[src/rtl/muldiv_unit_pkg.sv]
// Shared encodings for the HI/LO multiply/divide unit: operation codes,
// controller states and the iteration count.
package muldiv_unit_pkg;

    localparam int XLEN_DEF  = 32;
    localparam int CNT_W_DEF = 6;
    localparam int ITER      = 32;

    localparam logic [1:0] OP_MULT  = 2'b00;
    localparam logic [1:0] OP_MULTU = 2'b01;
    localparam logic [1:0] OP_DIV   = 2'b10;
    localparam logic [1:0] OP_DIVU  = 2'b11;

    localparam logic [1:0] S_IDLE = 2'd0;
    localparam logic [1:0] S_MUL  = 2'd1;
    localparam logic [1:0] S_DIV  = 2'd2;
    localparam logic [1:0] S_FIX  = 2'd3;

endpackage

[src/rtl/muldiv_unit_if.sv]
// Execute-stage handshake between the pipeline and the multiply/divide unit.
interface muldiv_unit_if #(parameter int XLEN = 32);
    logic            start;
    logic [1:0]      op;
    logic [XLEN-1:0] srca;
    logic [XLEN-1:0] srcb;
    logic            mthi;
    logic            mtlo;
    logic            flush;
    logic            busy;
    logic            done;
    logic [XLEN-1:0] hi;
    logic [XLEN-1:0] lo;

    modport master (
        output start, op, srca, srcb, mthi, mtlo, flush,
        input  busy, done, hi, lo
    );

    modport slave (
        input  start, op, srca, srcb, mthi, mtlo, flush,
        output busy, done, hi, lo
    );
endinterface

[src/rtl/muldiv_unit_div_iter.sv]
// Restoring-division step: shifts one dividend bit into the partial remainder
// per enable and records one quotient bit.
module div_iter #(
    parameter int XLEN = 32
) (
    input  logic            clk,
    input  logic            reset_n,
    input  logic            i_clr,
    input  logic            i_load,
    input  logic            i_en,
    input  logic [XLEN-1:0] i_dividend,
    input  logic [XLEN-1:0] i_divisor,
    output logic [XLEN-1:0] o_quot,
    output logic [XLEN-1:0] o_rem
);

    logic [XLEN-1:0] r_quot;
    logic [XLEN-1:0] r_rem;
    logic [XLEN-1:0] r_divisor;
    logic [XLEN:0]   w_shift;
    logic            w_fits;
    logic [XLEN-1:0] w_sub;

    assign w_shift = {r_rem, r_quot[XLEN-1]};
    assign w_fits  = (w_shift >= {1'b0, r_divisor});
    assign w_sub   = XLEN'(w_shift - {1'b0, r_divisor});

    // Quotient/remainder registers; clear beats load beats step.
    always_ff @(posedge clk or negedge reset_n) begin
        if (!reset_n) begin
            r_quot    <= {XLEN{1'b0}};
            r_rem     <= {XLEN{1'b0}};
            r_divisor <= {XLEN{1'b0}};
        end else if (i_clr) begin
            r_quot    <= {XLEN{1'b0}};
            r_rem     <= {XLEN{1'b0}};
            r_divisor <= {XLEN{1'b0}};
        end else if (i_load) begin
            r_quot    <= i_dividend;
            r_rem     <= {XLEN{1'b0}};
            r_divisor <= i_divisor;
        end else if (i_en) begin
            r_quot    <= {r_quot[XLEN-2:0], w_fits};
            r_rem     <= w_fits ? w_sub : w_shift[XLEN-1:0];
            r_divisor <= r_divisor;
        end else begin
            r_quot    <= r_quot;
            r_rem     <= r_rem;
            r_divisor <= r_divisor;
        end
    end

    assign o_quot = r_quot;
    assign o_rem  = r_rem;

endmodule

[src/rtl/muldiv_unit.sv]
// Iterative MULT/MULTU/DIV/DIVU unit owning the architectural HI/LO registers.
// Operands are reduced to magnitudes on launch and sign-corrected in FIX.
module muldiv_unit
    import muldiv_unit_pkg::*;
#(
    parameter int XLEN  = XLEN_DEF,
    parameter int CNT_W = CNT_W_DEF
) (
    input  logic          clk,
    input  logic          reset_n,
    muldiv_unit_if.slave  bus
);

    logic [1:0]        r_state;
    logic [1:0]        w_state_nxt;
    logic [CNT_W-1:0]  r_cnt;
    logic [XLEN-1:0]   r_opa;
    logic [2*XLEN-1:0] r_acc;
    logic              r_is_div;
    logic              r_q_neg;
    logic              r_r_neg;
    logic              r_div0;
    logic              r_busy;
    logic              r_done;
    logic [XLEN-1:0]   r_hi;
    logic [XLEN-1:0]   r_lo;

    logic              w_signed;
    logic              w_a_neg;
    logic              w_b_neg;
    logic [XLEN-1:0]   w_abs_a;
    logic [XLEN-1:0]   w_abs_b;
    logic              w_launch;
    logic              w_last;
    logic [XLEN:0]     w_mul_sum;
    logic [XLEN-1:0]   w_quot;
    logic [XLEN-1:0]   w_rem;
    logic [XLEN-1:0]   w_res_hi;
    logic [XLEN-1:0]   w_res_lo;

    assign w_signed  = ~bus.op[0];
    assign w_a_neg   = w_signed & bus.srca[XLEN-1];
    assign w_b_neg   = w_signed & bus.srcb[XLEN-1];
    assign w_abs_a   = w_a_neg ? -bus.srca : bus.srca;
    assign w_abs_b   = w_b_neg ? -bus.srcb : bus.srcb;
    assign w_launch  = (r_state == S_IDLE) & bus.start;
    assign w_last    = (r_cnt == CNT_W'(ITER - 1));
    assign w_mul_sum = {1'b0, r_acc[2*XLEN-1:XLEN]}
                     + {1'b0, (r_acc[0] ? r_opa : {XLEN{1'b0}})};

    div_iter #(.XLEN(XLEN)) u_div_iter (
        .clk        (clk),
        .reset_n    (reset_n),
        .i_clr      (bus.flush),
        .i_load     (w_launch),
        .i_en       (r_state == S_DIV),
        .i_dividend (w_abs_a),
        .i_divisor  (w_abs_b),
        .o_quot     (w_quot),
        .o_rem      (w_rem)
    );

    // Next-state selection; flush forces IDLE from anywhere.
    always_comb begin
        w_state_nxt = r_state;
        if (bus.flush) begin
            w_state_nxt = S_IDLE;
        end else begin
            case (r_state)
                S_IDLE:  w_state_nxt = bus.start ? (bus.op[1] ? S_DIV : S_MUL) : S_IDLE;
                S_MUL:   w_state_nxt = w_last ? S_FIX : S_MUL;
                S_DIV:   w_state_nxt = w_last ? S_FIX : S_DIV;
                S_FIX:   w_state_nxt = S_IDLE;
                default: w_state_nxt = S_IDLE;
            endcase
        end
    end

    // Sign-corrected result; a zero divisor returns all-ones and the dividend.
    always_comb begin
        w_res_hi = r_hi;
        w_res_lo = r_lo;
        if (r_is_div) begin
            if (r_div0) begin
                w_res_lo = {XLEN{1'b1}};
                w_res_hi = r_r_neg ? -r_opa : r_opa;
            end else begin
                w_res_lo = r_q_neg ? -w_quot : w_quot;
                w_res_hi = r_r_neg ? -w_rem : w_rem;
            end
        end else begin
            {w_res_hi, w_res_lo} = r_q_neg ? -r_acc : r_acc;
        end
    end

    // Controller state, iteration counter, result signs and status outputs.
    always_ff @(posedge clk or negedge reset_n) begin
        if (!reset_n) begin
            r_state  <= S_IDLE;
            r_cnt    <= {CNT_W{1'b0}};
            r_is_div <= 1'b0;
            r_q_neg  <= 1'b0;
            r_r_neg  <= 1'b0;
            r_div0   <= 1'b0;
            r_busy   <= 1'b0;
            r_done   <= 1'b0;
        end else if (bus.flush) begin
            r_state  <= S_IDLE;
            r_cnt    <= {CNT_W{1'b0}};
            r_is_div <= 1'b0;
            r_q_neg  <= 1'b0;
            r_r_neg  <= 1'b0;
            r_div0   <= 1'b0;
            r_busy   <= 1'b0;
            r_done   <= 1'b0;
        end else begin
            r_state <= w_state_nxt;
            r_busy  <= (w_state_nxt != S_IDLE);
            r_done  <= (r_state == S_FIX);
            if (w_launch) begin
                r_cnt    <= {CNT_W{1'b0}};
                r_is_div <= bus.op[1];
                r_q_neg  <= w_a_neg ^ w_b_neg;
                r_r_neg  <= w_a_neg;
                r_div0   <= bus.op[1] & (bus.srcb == {XLEN{1'b0}});
            end else if ((r_state == S_MUL) || (r_state == S_DIV)) begin
                r_cnt <= r_cnt + CNT_W'(1);
            end else begin
                r_cnt <= r_cnt;
            end
        end
    end

    // Multiply accumulator, latched multiplicand and the HI/LO registers.
    always_ff @(posedge clk or negedge reset_n) begin
        if (!reset_n) begin
            r_opa <= {XLEN{1'b0}};
            r_acc <= {(2*XLEN){1'b0}};
            r_hi  <= {XLEN{1'b0}};
            r_lo  <= {XLEN{1'b0}};
        end else if (bus.flush) begin
            r_opa <= {XLEN{1'b0}};
            r_acc <= {(2*XLEN){1'b0}};
            r_hi  <= r_hi;
            r_lo  <= r_lo;
        end else begin
            case (r_state)
                S_IDLE: begin
                    if (bus.start) begin
                        r_opa <= w_abs_a;
                        r_acc <= {{XLEN{1'b0}}, w_abs_b};
                    end else begin
                        if (bus.mthi) r_hi <= bus.srca;
                        else          r_hi <= r_hi;
                        if (bus.mtlo) r_lo <= bus.srca;
                        else          r_lo <= r_lo;
                    end
                end
                S_MUL: r_acc <= {w_mul_sum, r_acc[XLEN-1:1]};
                S_FIX: begin
                    r_hi <= w_res_hi;
                    r_lo <= w_res_lo;
                end
                default: r_acc <= r_acc;
            endcase
        end
    end

    assign bus.busy = r_busy;
    assign bus.done = r_done;
    assign bus.hi   = r_hi;
    assign bus.lo   = r_lo;

endmodule
[src/flat_wrapper.sv]
// flat-port wrapper written by rule: the top's interface ports become plain ports
module muldiv_unit_flat import muldiv_unit_pkg::*;
#(
    parameter int XLEN  = XLEN_DEF,
    parameter int CNT_W = CNT_W_DEF
)
  (clk, reset_n, bus_start, bus_op, bus_srca, bus_srcb, bus_mthi, bus_mtlo, bus_flush, bus_busy, bus_done, bus_hi, bus_lo);
  muldiv_unit_if #(.XLEN(XLEN)) bus_i ();
  input  logic clk;
  input  logic reset_n;
  input wire logic [$bits(bus_i.start)-1:0] bus_start;
  input wire logic [$bits(bus_i.op)-1:0] bus_op;
  input wire logic [$bits(bus_i.srca)-1:0] bus_srca;
  input wire logic [$bits(bus_i.srcb)-1:0] bus_srcb;
  input wire logic [$bits(bus_i.mthi)-1:0] bus_mthi;
  input wire logic [$bits(bus_i.mtlo)-1:0] bus_mtlo;
  input wire logic [$bits(bus_i.flush)-1:0] bus_flush;
  output wire logic [$bits(bus_i.busy)-1:0] bus_busy;
  output wire logic [$bits(bus_i.done)-1:0] bus_done;
  output wire logic [$bits(bus_i.hi)-1:0] bus_hi;
  output wire logic [$bits(bus_i.lo)-1:0] bus_lo;
  assign bus_i.start = bus_start;
  assign bus_i.op = bus_op;
  assign bus_i.srca = bus_srca;
  assign bus_i.srcb = bus_srcb;
  assign bus_i.mthi = bus_mthi;
  assign bus_i.mtlo = bus_mtlo;
  assign bus_i.flush = bus_flush;
  assign bus_busy = bus_i.busy;
  assign bus_done = bus_i.done;
  assign bus_hi = bus_i.hi;
  assign bus_lo = bus_i.lo;
  muldiv_unit #(.XLEN(XLEN), .CNT_W(CNT_W)) u_core (.clk(clk), .reset_n(reset_n), .bus(bus_i));
endmodule
[config.mk]
export PLATFORM = sky130hd
export DESIGN_NAME = muldiv_unit_flat
export DESIGN_NICKNAME = d
export VERILOG_FILES = /design/src/rtl/muldiv_unit_pkg.sv /design/src/rtl/muldiv_unit_if.sv /design/src/rtl/muldiv_unit_div_iter.sv /design/src/rtl/muldiv_unit.sv /design/src/flat_wrapper.sv
export SDC_FILE = /design/constraint.sdc
export NUM_CORES = 1
export LEC_CHECK = 0
export BUFFER_PORTS_ARGS = -buffer_cell sky130_fd_sc_hd__buf_2
export CORE_ASPECT_RATIO = 2
export CORE_MARGIN = 4
export CORE_UTILIZATION = 25
export CTS_BUF_LIST = sky130_fd_sc_hd__clkbuf_8 sky130_fd_sc_hd__clkbuf_16
export CTS_CLUSTER_DIAMETER = 80
export DETAILED_ROUTE_END_ITERATION = 6
export GPL_ROUTABILITY_DRIVEN = 0
export PLACE_DENSITY = 0.44
export SLEW_MARGIN = 10
export SYNTH_ARGS = -nofsm -noshare
export SYNTH_HDL_FRONTEND = slang
export SYNTH_SLANG_ARGS = --single-unit
[constraint.sdc]
create_clock -name clk -period 4.8 [get_ports clk]
set_input_delay 0.48 -clock clk [delete_from_list [all_inputs] [get_ports clk]]
set_output_delay 0.48 -clock clk [all_outputs]
set_load 0.03 [all_outputs]
# --- Word-level counts from Yosys, hierarchy flattened ---
# Index checks and enable logic that the tools add are counted.
totals:
  register_bits: 270
  word_cells: 107
  out_inout_bits: 66
  input_bits: 72
classes:
  eq_ne: 8
  mux: 52
  reduce_logical: 15
  add_sub_neg: 9
  bitwise_logic: 7
  n_lt_le_gt_ge: 1
ops:
  columns: ["op", "n"]
  rows:
  - ["32-bit two-way mux", 26]
  - ["64-bit two-way mux", 3]
  - ["32-bit negation", 5]
  - ["32-bit one-hot mux with 2 select lines", 2]
  - ["64-bit one-hot mux with 2 select lines", 1]
  - ["64-bit negation", 1]
  - ["32-bit by 32-bit adder with 33-bit output", 1]
  - ["33-bit by 32-bit greater-or-equal comparator with 1-bit output", 1]
  - ["32-bit zero test", 1]
  - ["32-bit subtractor", 1]
  - ["6-bit two-way mux", 3]
  - ["1-bit two-way mux", 11]
  - ["2-bit two-way mux", 5]
  - ["2-bit nonzero test", 5]
  - ["3-bit nonzero test", 3]
  - ["2-bit one-hot mux with 4 select lines", 1]
  - ["4-bit AND reduction", 2]
  - ["6-bit by 1-bit adder with 6-bit output (second input constant)", 1]
  - ["6-bit by 5-bit equality test with 1-bit output (second input constant)", 1]
  - ["2-bit inequality test (second input constant)", 3]
  - ["1-bit bitwise AND", 4]
  - ["2-bit equality test (second input constant)", 2]
  - ["2-bit AND reduction", 2]
  - ["3-bit inequality test (second input constant)", 1]
  - ["other kinds (5)", 6]

# --- Depth between registers and ports, before layout ---
logic_depth:
  depth_word: 6
  depth_mapped: 13
  depth_no_buf: 13

# --- Hierarchy ---
# Synthesis repeated with hierarchy kept, for this count alone.
hier_totals:
  cells_unflattened: 2639
  area_unflattened_um2: 21331.7
modules_own_cells:
  columns: ["mod", "n_inst", "cells_per_inst", "seq_area_each_um2", "area_each_um2"]
  rows:
  - ["muldiv_unit", 1, 1887, 4354.2, 14746.6]
  - ["div_iter", 1, 752, 2402.3, 6585.1]

# --- Worst setup path after synthesis ---
# OpenSTA, ideal clock, no wires.
synth_path:
  kind: "register to register"
  startpoint: "reg u_core.r_opa[20]"
  endpoint: "reg u_core.r_hi[31] (netlist: u_core.bus.hi[31])"
  path_buffers: 0
  setup_ns: 0.136
  arrival_time_ns: 3.021
  period_less_slack_ns: 3.156
  required_time_ns: 4.664
  slack_ns: 1.644
  stages_incl_launch_ff: 9
  cell_sequence: "dfrtp_1 > or4_1 > or3_1 > or3_1 > or4_1 > nor4_1 > mux2_2 > o221ai_1 > o211ai_1"
synth_between:
  elab_chain_len: 5
synth_lines:
  columns: ["element", "line", "rtl"]
  rows:
  - ["from (decl)", "muldiv_unit.sv:17", "logic [XLEN-1:0] r_opa;"]
  - ["from (signal assigned)", "muldiv_unit.sv:137", "r_opa <= {XLEN{1'b0}};"]
  - ["from (signal assigned)", "muldiv_unit.sv:142", "r_opa <= {XLEN{1'b0}};"]
  - ["from (signal assigned)", "muldiv_unit.sv:150", "r_opa <= w_abs_a;"]
  - ["32-bit negation", "muldiv_unit.sv:86", "w_res_hi = r_r_neg ? -r_opa : r_opa;"]
  - ["32-bit two-way mux", "muldiv_unit.sv:86", null]
  - ["32-bit two-way mux", "muldiv_unit.sv:84", "if (r_div0) begin"]
  - ["32-bit two-way mux", "muldiv_unit.sv:83", "if (r_is_div) begin"]
  - ["32-bit one-hot mux with 2 select lines", "muldiv_unit.sv:147", "case (r_state)"]
  - ["to (signal assigned)", "muldiv_unit.sv:144", "r_hi <= r_hi;"]
  - ["to (signal assigned)", "muldiv_unit.sv:153", "if (bus.mthi) r_hi <= bus.srca;"]
  - ["to (signal assigned)", "muldiv_unit.sv:154", "else r_hi <= r_hi;"]
  - ["to (decl)", "muldiv_unit.sv:25", "logic [XLEN-1:0] r_hi;"]
# Every way passes these cells.
# A chain may end at the register's enable or synchronous reset.

# --- Worst setup path in the final report ---
layout_path:
  startpoint: "reg u_core.r_acc[25]"
  endpoint: "reg u_core.r_hi[26] (netlist: u_core.bus.hi[26])"
layout_between:
  elab_chain_len: 4
layout_lines:
  columns: ["element", "line", "rtl"]
  rows:
  - ["from (decl)", "muldiv_unit.sv:18", "logic [2*XLEN-1:0] r_acc;"]
  - ["from (signal assigned)", "muldiv_unit.sv:138", "r_acc <= {(2*XLEN){1'b0}};"]
  - ["from (signal assigned)", "muldiv_unit.sv:143", "r_acc <= {(2*XLEN){1'b0}};"]
  - ["from (signal assigned)", "muldiv_unit.sv:151", "r_acc <= {{XLEN{1'b0}}, w_abs_b};"]
  - ["64-bit negation", "muldiv_unit.sv:92", "{w_res_hi, w_res_lo} = r_q_neg ? -r_acc : r_acc;"]
  - ["64-bit two-way mux", "muldiv_unit.sv:92", null]
  - ["32-bit two-way mux", "muldiv_unit.sv:83", null]
  - ["32-bit one-hot mux with 2 select lines", "muldiv_unit.sv:147", null]
# Every way passes these cells.

==> results.tsv <==
metric	value	unit
arrival time worst endpoint	4.46	ns
via count of the routed design	20600	
num rows	148	
Final Net Count	2732	
average wire per standard cell	27.46	um
Worst Reg2Reg Path Length in Cells	9	
number of gates resized after CTS	0	
Die Ht	414.4	um
IO buf count	137	
Final HPWL DP	78660	um
internal power consumption	0.004610	W
post-route DRC violation count	3	
last element of the critical path	u_core.bus.hi[26]$_DFFE_PN0P_	
starting DRC count in detailed routing	1563	
hold violation count in the final report	0	
unrepaired setup endpoints after global routing	no	
horizontal die dimension	211.2	um
relative contribution of sequential cells to total power	37.6	%
number of enable-type register cells in the synthesized netlist	0	
adder-cell share of the synthesized area	4.739	%
synthesis warning total	0	
Synth area leader	sky130_fd_sc_hd__dfrtp_1	
failing checks	DRC	
non-filler cells, final	3658	
end-of-flow core utilization	28.74	%
synthesis-stage register bit count	270	
clock latency at the later pin of the worst-skew pair	0.63	ns
worst supply voltage drop on vdd	0.2871	mV
post-synth top area share	32.72	%
wire length of the first global-routing pass	143800	um
number of instances in the synthesized netlist	2532	
Synth Area in Simple Gates	18.53	%
Critical Path Stages	9	
crit-path most repeated cell	sky130_fd_sc_hd__nor2_1	
worst min-delay path category	input pin to flop	
post-cts hold buffer count	1	
remaining number of nets flagged by the antenna check after routing	0	
result of the run	finished, violations left	
aggregate global routing overflow	0	
growth of design area from synthesis to finish	13.66	%
vias in the first global route	20780	
crit end category	flop	
clock tree buffer depth	3	
TritonCTS clock tree	done	
Clock Pin Slew Worst Setup and Hold Paths	0.07	ns
leakage power of the design	9.661	nW
number of placed instances, taps included	3602	
most common cell after layout, fill and taps aside	sky130_fd_sc_hd__nand2_1	
dominant register cell in the synthesized netlist	sky130_fd_sc_hd__dfrtp_1	
setup total negative slack	0	ns
via-per-instance ratio	5.632	
worst setup slack for register-to-register paths	0.80	ns
top library cells by usage in the layout, fill and taps aside	sky130_fd_sc_hd__nand2_1, sky130_fd_sc_hd__dfrtp_1, sky130_fd_sc_hd__o21ai_0	
XOR/XNOR Fraction of Synth Area	11.07	%
overall global routing resource usage	21.99	%
hold slack final	0.2107	ns
launching element type of the critical path	flop	
Tcrit/Tclk final	83.33	%
CP Cell Sequence	or4_1 > nor3_1 > nand4_1 > buf_4 > o41ai_2 > xor2_1 > nor2_1 > nor4b_1 > nor2_1	
worst-case clock skew	0.03682	ns
root buffer cell	sky130_fd_sc_hd__clkbuf_16	
H-Tree Level Count	1	
Num CTS Buffers	28	
core area	81660	um^2
count of final max-slew check failures	0	
Mean Syn Cell Area	8.155	um^2
TritonCTS sink count	270	
capture point of the worst reg-to-reg path	u_core.bus.hi[26]$_DFFE_PN0P_	
combinational fraction of design power	29.6	%
post-synth design cell area	20650	um^2
Net Switching	0.002969	W
Slew HR	32.89	%
fraction of layout cells with a size suffix above 1	10.52	%
Synth Area in Compound Gates	26.90	%
shortest period the worst path allows	4.000	ns
largest net degree at the start of global routing	98	
initial cell density of the core	25.28	%
Required @ worst endpoint	5.26	ns
fill cell instance count of the final layout	8779	
maximum single-stage delay on the critical path	0.79	ns
crit-path max FO	13	
Maximum Capacitance Violations	0	
clock power share	32.8	%
CP bufs+invs	1	
standard cell with the maximum stage delay on the critical path	sky130_fd_sc_hd__nor3_1	
share of synthesized registers carrying an async set or reset	100.0	%
share of the yosys chip area belonging to registers	32.72	%
number of failing setup endpoints in the final timing report	0	
die area	87530	um^2
Max Fclk	250.0	MHz
worst flop-to-flop path startpoint	u_core.r_acc[25]$_DFFE_PN0P_	
combinational family with the most area after synthesis	compound AO/OA/AOI/OAI gates	
mux cell area share after synthesis	1.660	%
Syn Nets	2681	
Synth area leaders	sky130_fd_sc_hd__dfrtp_1, sky130_fd_sc_hd__xnor2_1, sky130_fd_sc_hd__nand2_1	
antenna violations before repair	6	
Yosys cell types	73	
type of the worst setup path	flop to flop	
pwr/cell area	322.9	nW/um^2
Tot Pwr	0.007579	W
category of cells accounting for the largest share of critical-path delay	simple AND/OR/NAND/NOR gates	
Top-Level Pins	138	
crit path launch	u_core.r_acc[25]$_DFFE_PN0P_	
Least-Margin Pin Slew	0.9990	ns
detailed-route wire length	100400	um
post-CTS setup buffer count	0	
net switching share of the total power	39.18	%
number of detailed-routing iterations run before antenna repair	7	
## cells in the mapped netlist (8+ instances only)
cell type	number
sky130_fd_sc_hd__o31ai_1	58
sky130_fd_sc_hd__nor2b_1	23
sky130_fd_sc_hd__buf_1	19
sky130_fd_sc_hd__o41ai_1	29
sky130_fd_sc_hd__nand4_1	22
sky130_fd_sc_hd__mux2_2	8
sky130_fd_sc_hd__nand2_1	297
sky130_fd_sc_hd__o211ai_1	31
sky130_fd_sc_hd__inv_1	74
sky130_fd_sc_hd__a31oi_1	68
sky130_fd_sc_hd__o22ai_1	23
sky130_fd_sc_hd__o21ai_0	195
sky130_fd_sc_hd__a41oi_1	8
sky130_fd_sc_hd__a211oi_1	49
sky130_fd_sc_hd__a21boi_0	16
sky130_fd_sc_hd__nor4_1	27
sky130_fd_sc_hd__and2_1	41
sky130_fd_sc_hd__nand3_1	40
sky130_fd_sc_hd__xor2_1	103
sky130_fd_sc_hd__nor2_1	193
sky130_fd_sc_hd__nand2b_1	19
sky130_fd_sc_hd__o221ai_1	30
sky130_fd_sc_hd__o21bai_1	11
sky130_fd_sc_hd__nor3_1	47
sky130_fd_sc_hd__a22o_1	32
sky130_fd_sc_hd__a21o_1	32
sky130_fd_sc_hd__a21oi_1	172
sky130_fd_sc_hd__or4_1	30
sky130_fd_sc_hd__clkbuf_1	140
sky130_fd_sc_hd__dfrtp_1	270
sky130_fd_sc_hd__o21a_1	34
sky130_fd_sc_hd__or3_1	28
sky130_fd_sc_hd__xnor2_1	158
sky130_fd_sc_hd__ha_1	75
sky130_fd_sc_hd__and3_1	11
sky130_fd_sc_hd__mux2i_1	23
## power groups by stage
stage | Combinational, W | Clock (W) | Sequential (W)
floorplan | 0.00116 | 0 | 0.00300
detailed placement | 0.00224 | 0 | 0.00289
CTS | 0.00225 | 0.00253 | 0.00285
global placement | 0.00222 | 0 | 0.00288
finish | 0.00224 | 0.00248 | 0.00285
global route | 0.00241 | 0.00260 | 0.00288
## metal layers
metal | vias to the layer above | GRT usage, % | share of wire, %
li1 | 9348 | - | -
met2 | 878 | 37.75 | 49
met5 | - | 0 | 0.012
met1 | 10020 | 22.60 | 34
met4 | 2 | 20.65 | 12
met3 | 351 | 2.965 | 5.2
## flip-flops by register name (all words and copies together) (netlist names)
signal	count
u_core.r_acc	64
u_core.bus.hi	32
u_core.bus.lo	32
u_core.r_opa	32
u_core.u_div_iter.o_quot	32
u_core.u_div_iter.o_rem	32
u_core.u_div_iter.r_divisor	32
u_core.r_cnt	6
u_core.r_state	2
u_core.bus.busy	1
u_core.bus.done	1
u_core.r_div0	1
u_core.r_is_div	1
u_core.r_q_neg	1
u_core.r_r_neg	1
## worst min-delay path by stage
stage | start | end | cells after the start
finish | bus_srcb[0] | u_core.u_div_iter.r_divisor[0]$_DFFE_PN0P_ | 3
global route | bus_srcb[0] | u_core.u_div_iter.r_divisor[0]$_DFFE_PN0P_ | 3
CTS | bus_srcb[0] | u_core.u_div_iter.r_divisor[0]$_DFFE_PN0P_ | 3
detailed placement | u_core.bus.lo[0]$_DFFE_PN0P_ | u_core.bus.lo[0]$_DFFE_PN0P_ | 2
global placement | u_core.bus.lo[0]$_DFFE_PN0P_ | u_core.bus.lo[0]$_DFFE_PN0P_ | 2
floorplan | reset_n | u_core.bus.busy$_DFF_PN0_ | 0
## stage by stage
stage | setup slack [ns] | instance area (um^2)
after floorplan | 1.644 | 20650
after global placement | 0.9611 | 22450
after detailed placement | 0.9563 | 22450
after CTS | 0.9337 | 23460
after global routing | 0.6972 | 23460
final | 0.8000 | 23470
## tightest hold or removal path, delay by kind of cell
| family | cells | cell delay, ns |
|---|---|---|
| and+or+nand+nor | 1 | 0.08 |
| buffers and inverters | 1 | 0.17 |
| AOI/OAI and AO/OA | 1 | 0.06 |
## area by class of cell
cell class,instances,area [um^2],area share (%)
antenna,3,7.507,0.03199
clock buffer,31,742.0,3.161
clock inverter,21,257.7,1.098
inverter,76,285.3,1.216
multi-input combinational,2024,13020,55.47
sequential,270,6760,28.81
tap,1050,1314,5.598
timing repair buffer,183,1084,4.617
## kinds of logic after synthesis
family          after synthesis
compound gates              844
fa+ha+maj                    77
buf+inv                     238
simple gates                810
xor+xnor                    261
flops                       270
mux                          32
Power figures use the tool's default switching activity.
